[config.mk]
export PLATFORM = sky130hd
export DESIGN_NAME = dmem_arbiter
export DESIGN_NICKNAME = d
export VERILOG_FILES = /design/src/rtl/dmem_pkg.sv /design/src/rtl/dmem_rd_tracker.sv /design/src/rtl/dmem_arbiter.sv
export SDC_FILE = /design/constraint.sdc
export NUM_CORES = 1
export LEC_CHECK = 0
export ABC_AREA = 1
export ABC_CLOCK_PERIOD_IN_PS = 3440
export CAP_MARGIN = 20
export CORE_ASPECT_RATIO = 2
export CORE_MARGIN = 2
export CORE_UTILIZATION = 44
export CTS_CLUSTER_SIZE = 30
export DETAILED_ROUTE_END_ITERATION = 10
export PLACE_DENSITY = 0.86
export SLEW_MARGIN = 20
export SYNTH_ARGS = -nofsm -noshare
export SYNTH_HDL_FRONTEND = slang
export SYNTH_SLANG_ARGS = --single-unit
[constraint.sdc]
create_clock -name Clk -period 3.44 [get_ports Clk]
set_input_delay 0.688 -clock Clk [delete_from_list [all_inputs] [get_ports Clk]]
set_output_delay 0.688 -clock Clk [all_outputs]
set_load 0.005 [all_outputs]
[src/rtl/dmem_pkg.sv]
// Shared types for the data-memory arbiter: port identifiers and the request bundle.
package dmem_pkg;

   localparam int AW = 8;
   localparam int DW = 16;

   typedef enum logic {
      PORT_CORE = 1'b0,
      PORT_HOST = 1'b1
   } port_id_e;

   typedef struct packed {
      logic          wr;
      logic [AW-1:0] addr;
      logic [DW-1:0] wdata;
   } mem_req_t;

endpackage

[src/rtl/dmem_rd_tracker.sv]
// Read-return tracker: valid/owner tag shift register, RD_LAT cycles deep.
// Latency RD_LAT from issue to rvalid; no backpressure, one tag accepted per cycle.
module dmem_rd_tracker
   import dmem_pkg::*;
#(
   parameter int RD_LAT = 1
) (
   input  logic     clk,
   input  logic     rst_n,
   input  logic     issue_vld,
   input  port_id_e issue_own,
   output logic     core_rvalid,
   output logic     host_rvalid,
   output logic     pending
);

   logic [RD_LAT-1:0] vld;
   port_id_e          own [RD_LAT];

   always_ff @(posedge clk or negedge rst_n) begin
      if (!rst_n) begin
         vld <= '0;
         for (int i = 0; i < RD_LAT; i++) begin
            own[i] <= PORT_CORE;
         end
      end else begin
         vld[0] <= issue_vld;
         own[0] <= issue_own;
         for (int i = 1; i < RD_LAT; i++) begin
            vld[i] <= vld[i-1];
            own[i] <= own[i-1];
         end
      end
   end

   assign core_rvalid = vld[RD_LAT-1] && (own[RD_LAT-1] == PORT_CORE);
   assign host_rvalid = vld[RD_LAT-1] && (own[RD_LAT-1] == PORT_HOST);
   assign pending     = |vld;

endmodule

[src/rtl/dmem_arbiter.sv]
// Round-robin arbiter sharing one data RAM between core and host; host lock excludes core.
// Latency: Req to Gnt 1 cycle, Gnt to RValid RD_LAT; requesters hold Req until Gnt (no other backpressure).
module dmem_arbiter #(
   parameter int AW         = dmem_pkg::AW,
   parameter int DW         = dmem_pkg::DW,
   parameter int RD_LAT     = 1,
   parameter int HOST_FIRST = 1
) (
   input  logic          Clk,
   input  logic          Reset_n,
   input  logic          Core_Req,
   input  logic          Core_Wr,
   input  logic [AW-1:0] Core_Addr,
   input  logic [DW-1:0] Core_WData,
   output logic          Core_Gnt,
   output logic          Core_RValid,
   output logic [DW-1:0] Core_RData,
   input  logic          Host_Req,
   input  logic          Host_Wr,
   input  logic [AW-1:0] Host_Addr,
   input  logic [DW-1:0] Host_WData,
   input  logic          Host_Lock,
   output logic          Host_Gnt,
   output logic          Host_RValid,
   output logic [DW-1:0] Host_RData,
   output logic [AW-1:0] M_Addr,
   output logic          M_Wr,
   output logic [DW-1:0] M_WData,
   input  logic [DW-1:0] M_RData,
   output logic          Busy
);
   import dmem_pkg::*;

   port_id_e      rr_ptr;
   port_id_e      issue_own;
   logic          core_elig;
   logic          host_elig;
   logic          core_wins;
   logic          host_wins;
   logic          issue_rd;
   logic          rd_pending;
   logic [DW-1:0] core_rdata_q;
   logic [DW-1:0] host_rdata_q;

   // A request granted this cycle is consumed, so it sits out the next arbitration.
   assign core_elig = Core_Req && !Core_Gnt && !Host_Lock;
   assign host_elig = Host_Req && !Host_Gnt;
   assign host_wins = host_elig && (!core_elig || (rr_ptr == PORT_HOST));
   assign core_wins = core_elig && !host_wins;

   always_ff @(posedge Clk or negedge Reset_n) begin
      if (!Reset_n) begin
         Core_Gnt <= 1'b0;
         Host_Gnt <= 1'b0;
         M_Addr   <= '0;
         M_Wr     <= 1'b0;
         M_WData  <= '0;
         rr_ptr   <= (HOST_FIRST != 0) ? PORT_HOST : PORT_CORE;
      end else begin
         Core_Gnt <= core_wins;
         Host_Gnt <= host_wins;
         M_Wr     <= 1'b0;
         if (host_wins) begin
            M_Addr  <= Host_Addr;
            M_Wr    <= Host_Wr;
            M_WData <= Host_WData;
         end else if (core_wins) begin
            M_Addr  <= Core_Addr;
            M_Wr    <= Core_Wr;
            M_WData <= Core_WData;
         end
         if (core_elig && host_elig) begin
            rr_ptr <= (rr_ptr == PORT_HOST) ? PORT_CORE : PORT_HOST;
         end
      end
   end

   assign issue_rd  = (Core_Gnt || Host_Gnt) && !M_Wr;
   assign issue_own = Host_Gnt ? PORT_HOST : PORT_CORE;

   dmem_rd_tracker #(
      .RD_LAT (RD_LAT)
   ) u_rd_tracker (
      .clk         (Clk),
      .rst_n       (Reset_n),
      .issue_vld   (issue_rd),
      .issue_own   (issue_own),
      .core_rvalid (Core_RValid),
      .host_rvalid (Host_RValid),
      .pending     (rd_pending)
   );

   // Return data passes straight through in the RValid cycle, then is held.
   always_ff @(posedge Clk or negedge Reset_n) begin
      if (!Reset_n) begin
         core_rdata_q <= '0;
         host_rdata_q <= '0;
      end else begin
         if (Core_RValid) core_rdata_q <= M_RData;
         if (Host_RValid) host_rdata_q <= M_RData;
      end
   end

   assign Core_RData = Core_RValid ? M_RData : core_rdata_q;
   assign Host_RData = Host_RValid ? M_RData : host_rdata_q;
   assign Busy       = Core_Gnt || Host_Gnt || rd_pending;

endmodule
==> flow_summary.json, run 1 <==
{
  "run_status": "complete, no violations",
  "clock_latency_ps": 320,
  "grt_pass1_vias": 2824,
  "start_util_pct": 45.4,
  "clock_sinks": 62,
  "total_power_mw": 2.95,
  "coreArea_um2": 6010,
  "crit_start": "u_rd_tracker.own",
  "overflow": 0,
  "area_growth_pct": 57.8,
  "syn-num-nets": 356,
  "worstSetupPathType": "flip-flop to output pin",
  "crit_arrival_ps": 2300,
  "postCtsSetupRepairBufs": 0,
  "grt_pass1_wl_mm": 12.6,
  "globalplace.congestion": 0.772,
  "drive_gt1_share_pct": 7.95,
  "dr.first_iter.drc_count": 107,
  "n_fill_cell": 454,
  "wl_per_cell_um": 16.2,
  "rsz0062_at_grt": "no",
  "cts_buffers": 9,
  "regArea_um2": 1550,
  "peakVddDrop_v": 0.000464,
  "powerDensity_nw_per_um2": 685,
  "dpl.cell_count": 462,
  "root_buffer": "clkbuf_16",
  "drc": 0,
  "yosys-top-cells-area": "dfrtp_1 (56%), nand3_1 (13%), o211ai_1 (6.9%), o21ai_0 (5.3%), nand2_1 (4.8%)",
  "cts_buffer_depth": 2,
  "place_ws_ps": 726,
  "slew_violations": 0,
  "clock.fmax_mhz": 334,
  "track_usage_pct": 24.0,
  "stdcell_count": 478,
  "multi_input_area_um2": 935,
  "wirelength_mm": 7.73,
  "drt.antenna.violating_nets": 0,
  "syn_inst": 285,
  "vias_per_cell": 5.45,
  "worstSetupStartpointType": "flip-flop",
  "antenna_found_initial": 0,
  "required_ps": 2750,
  "worstMarginPinSlew_ps": 931,
  "cp_max_fo": 33,
  "place_hpwl_mm": 5.49,
  "first_pass_iters": 4,
  "hold_viol_final": 0,
  "final_net_count": 481,
  "dieArea_um2": 6870,
  "fin_tns_setup_ps": 0,
  "tritoncts": "done",
  "io_buffers": 132,
  "clk_pin_slew_ps": 50,
  "period_needed_ps": 2990,
  "reg2reg_depth": 4,
  "yosysTopAreaCell": "dfrtp_1",
  "slew_headroom_pct": 37.8,
  "worst_setup_path_endpoint": "Host_RData[4]",
  "finalClockSkew_ps": 2.40,
  "htreeDepth": 3,
  "syn_area_um2": 2720,
  "ys_seq_elements": 62,
  "fp.dieH_um": 115,
  "post_cts_resized": 0,
  "worstReg2RegEnd": "M_WData[1]",
  "finalCritPeriodShare_pct": 86.9,
  "ioPinCount": 133,
  "post-route-util_pct": 71.6,
  "fin_hold_ws_ps": 406,
  "grt_max_degree": 53,
  "final_area_um2": 4300,
  "cts_hold_buf": 0,
  "ys_types": 21,
  "finalSetupViolations": 0,
  "end_kind": "output pin",
  "seq_area_frac_synth_pct": 57.0,
  "maxCapViolations": 0,
  "min_path_type": "input port to async pin",
  "yosys_warnings": 0,
  "layout_setup_ws_ps": 450,
  "antenna_cells": 0,
  "reg2reg_slack_ps": 1620,
  "netlist.area_leader.share_pct": 56.0,
  "placed_area_um2": 4010,
  "die-width_um": 59.6,
  "leakage_nw": 1.93,
  "regToRegStartpoint": "rr_ptr",
  "rows": 40,
  "vias": 2604,
  "postSynthAreaPerCell_um2": 9.56
}
==> logic make-up after synthesis <==
kind of cell | Yosys count | share of synthesized area, %
AOI/OAI and AO/OA | 59 | 13.1
and+or+nand+nor | 115 | 20.9
xor gates and xnor gates | 1 | 0.322
buffers and inverters | 48 | 8.68
DFF | 62 | 57.0
==> layer usage <==
| layer | up-vias | share of wire, % | track usage (%) | wire length (um) |
|---|---|---|---|---|
| met5 | - | 0 | 0 | 0 |
| met4 | 0 | 2.4 | 11.3 | 185 |
| met3 | 18 | 6.5 | 5.62 | 500 |
| met2 | 115 | 53 | 42.4 | 4120 |
| met1 | 1240 | 38 | 26.1 | 2920 |
| li1 | 1231 | - | - | - |
==> synth_stat cells <==
master    count
nand3_1      70
dfrtp_1      61
nand2_1      35
o21ai_0      29
o211ai_1     25
inv_1        22
buf_2         7
clkbuf_1      7
buf_6         5
inv_2         4
nand3_2       4
o21ai_1       4
buf_4         2
nand2_2       2
nor2_1        2
a21oi_1       1
dfstp_2       1
inv_4         1
nor2_2        1
nor2_8        1
xor2_1        1
==> area by class of cell <==
cell class                      instances  share of cell area (%)
Clock buffer                           13                    6.29
Clock inverter                          3                   0.407
Inverter                               27                    2.42
Multi-Input combinational cell        175                    21.7
Sequential cell                        62                    36.1
Tap cell                               63                    1.83
Timing Repair Buffer                  135                    31.2
==> critical path, cell delays in order (launching register included) <==
cell and delay [ps]:
dfrtp_1 350, nand2_1 530, o21ai_0 510, clkdlybuf4s50_1 580
==> how the worst min path moves through the flow <==
stage / endpoint / startpoint / slack [ps] / cells after the start
6_report: host_rdata_q[2] / Reset_n / 410 / 1
5_1_grt: u_rd_tracker.own / Host_Gnt / 430 / 0
4_1_cts: host_rdata_q[2] / Reset_n / 410 / 1
2_1_floorplan: Core_Gnt / Reset_n / 390 / 0
3_5_place_dp: u_rd_tracker.own / Host_Gnt / 410 / 0
3_3_place_gp: u_rd_tracker.own / Host_Gnt / 400 / 0
==> layout by cell type (no fill, tap or decap) <==
cell / count
a21oi_1: 1
buf_4: 4
clkbuf_1: 1
clkbuf_16: 9
clkbuf_8: 3
clkdlybuf4s50_1: 131
clkinv_2: 2
clkinvlp_4: 1
dfrtp_1: 61
dfstp_2: 1
inv_1: 22
inv_2: 4
inv_4: 1
nand2_1: 35
nand2_2: 2
nand3_1: 70
nand3_2: 4
nor2_1: 2
nor2_2: 1
nor2_8: 1
o211ai_1: 25
o21ai_0: 29
o21ai_1: 4
xor2_1: 1
==> flip-flops by register name, summed over array words and instances (netlist names) <==
signal                cells
M_WData                  16
core_rdata_q             16
host_rdata_q             16
M_Addr                    8
Core_Gnt                  1
Host_Gnt                  1
M_Wr                      1
rr_ptr                    1
u_rd_tracker.own          1
u_rd_tracker.pending      1
==> where the power goes <==
part | switching, mW | total [mW] | internal (mW)
Sequential | 0.0871 | 1.06 | 0.973
Clock | 0.300 | 0.843 | 0.543
Combinational | 0.460 | 1.04 | 0.583
Total | 0.847 | 2.95 | 2.10
Power figures use the tool's default switching activity.
==> run 2, diff against run 1 <==
CORE_ASPECT_RATIO = unset   (was 2)
SETUP_SLACK_MARGIN = 0.1   (was unset)
==> run 2 against run 1 <==
Clock skew up 9.7 ps. Register-to-register slack better by 30 ps. Die area down 0.55%. Critical path depth up 3. Final cell count up 2.3%. Global-route usage down 1.9 points. Design area down 2.2%. Largest power group unchanged. Combinational power about the same. Setup slack better by 33 ps. Flip-flop and latch count unchanged. Power down 8.4%.
==> flow_summary.json, run 2 (same netlist as run 1, synthesis figures left out) <==
{
  "htreeDepth": 3,
  "rsz0062_at_grt": "no",
  "dieArea_um2": 6840,
  "overflow": 0,
  "area_growth_pct": 54.4,
  "slew_violations": 0,
  "finalClockSkew_ps": 12.1,
  "p_seq_share_pct": 39.2,
  "peakVddDrop_v": 0.000374,
  "ioPinCount": 133,
  "cts_buffer_depth": 2,
  "drc": 0,
  "post_cts_resized": 0,
  "first_pass_iters": 4,
  "cp_max_fo": 32,
  "vias": 2519,
  "wirelength_mm": 7.43,
  "reg2reg_slack_ps": 1650,
  "maxCapViolations": 0,
  "worstReg2RegEnd": "M_WData[1]",
  "clk_pin_slew_ps": 70,
  "drive_gt1_share_pct": 7.73,
  "die-width_um": 82.7,
  "fp.dieH_um": 82.7,
  "use_met2_pct": 38.0,
  "grt_pass1_wl_mm": 11.3,
  "tritoncts": "done",
  "drt.antenna.violating_nets": 0,
  "rows": 28,
  "final_cell_mix": "clkdlybuf4s50_1 (131), nand3_1 (70), dfrtp_1 (61)",
  "finalCritPeriodShare_pct": 85.9,
  "antenna_cells": 0,
  "min_path_cells": 1,
  "wl_per_cell_um": 15.2,
  "worst_setup_path_endpoint": "Core_RData[0]",
  "top_usage_layer": "met2",
  "root_buffer": "clkbuf_8",
  "grt_max_degree": 40,
  "power.switching_uw": 816,
  "clock.fmax_mhz": 338,
  "vias_per_cell": 5.15,
  "hold_viol_final": 0,
  "end_kind": "output pin",
  "period_needed_ps": 2960,
  "required_ps": 2750,
  "power_frac_clock_pct": 22.7,
  "start_util_pct": 45.7,
  "reg2reg_depth": 4,
  "globalplace.congestion": 0.750,
  "use_met1_pct": 25.5,
  "cts_hold_buf": 0,
  "crit_arrival_ps": 2270,
  "worstSetupStartpointType": "flip-flop",
  "regToRegStartpoint": "rr_ptr",
  "final_net_count": 480,
  "crit_start": "u_rd_tracker.pending",
  "total_power_mw": 2.70,
  "fin_tns_setup_ps": 0,
  "cts_buffers": 9,
  "powerDensity_nw_per_um2": 642,
  "clock_latency_ps": 330,
  "track_usage_pct": 22.1,
  "grt_pass1_vias": 2406,
  "finalSetupViolations": 0,
  "p_int_mw": 1.88,
  "dr.first_iter.drc_count": 100,
  "largestRegisters": "M_WData: 16 flops, core_rdata_q: 16 flops, host_rdata_q: 16 flops",
  "run_status": "complete, no violations",
  "p_comb_share_pct": 38.1,
  "clock_sinks": 62,
  "min_path_type": "flip-flop to flip-flop",
  "coreArea_um2": 5960,
  "postCtsSetupRepairBufs": 0,
  "mostFrequentLayoutCell": "clkdlybuf4s50_1",
  "worstMarginPinSlew_ps": 881,
  "io_buffers": 132,
  "slew_headroom_pct": 41.1,
  "antenna_found_initial": 0,
  "place_hpwl_mm": 5.24,
  "met3_usage_pct": 7.61,
  "sw_frac_of_total_pct": 30.2,
  "leakage_nw": 1.88,
  "worstSetupPathType": "flip-flop to output pin"
}
==> run 2: critical path: stages, from the launching register on <==
cell             delay, ps
dfrtp_1                380
inv_1                   90
nor2_2                  40
inv_1                  590
nand2_1                130
o21ai_0                150
clkdlybuf4s50_1        570
==> run 2: cell type report <==
class                           count  area [um2]
Clock buffer                       10         128
Clock inverter                      6        62.6
Fill cell                         473        1750
Inverter                           27         104
Multi-Input combinational cell    175         935
Sequential cell                    62        1550
Tap cell                           75        93.8
Timing Repair Buffer              134        1330
==> run 2: worst min-delay path by stage <==
stage | startpoint | to | slack, ps
6_report | M_Wr | u_rd_tracker.pending | 430
3_5_place_dp | M_Wr | u_rd_tracker.pending | 420
4_1_cts | M_Wr | u_rd_tracker.pending | 430
5_1_grt | Host_Gnt | u_rd_tracker.own | 470
2_1_floorplan | Reset_n | Core_Gnt | 390
3_3_place_gp | Host_Gnt | u_rd_tracker.own | 410
==> run 2: metal layers <==
metal	vias to the layer above	wire length (um)
met1	1175	2980
li1	1232	-
met3	8	707
met2	104	3670
met4	0	72
met5	-	0
==> run 2: power by group through the flow <==
stage                     registers [mW]  clock network (mW)  logic (mW)
after global routing                1.08               0.660        1.14
after CTS                           1.06               0.626        1.04
after floorplan                     1.06                   0       0.402
after global placement              1.06                   0        1.02
final                               1.06               0.614        1.03
after detailed placement            1.07                   0        1.04
==> run 2: per-stage QoR <==
stage                     hold slack (ps)  util, %  worst slack, ps  std cells  instance area, um2
after detailed placement              416     67.4              713        473                4020
after CTS                             434     70.6              428        489                4210
after floorplan                       392        -             1760        285                2720
final                                 433     70.6              483        489                4210
after global placement                408     67.4              750        473                4020
after global routing                  466     70.6              229        489                4210
==> run 3, diff against run 2 <==
SLEW_MARGIN = 10   (was 20)
==> results of run 3 <==
Final layout, timing and power as in run 2 (identical DEF).
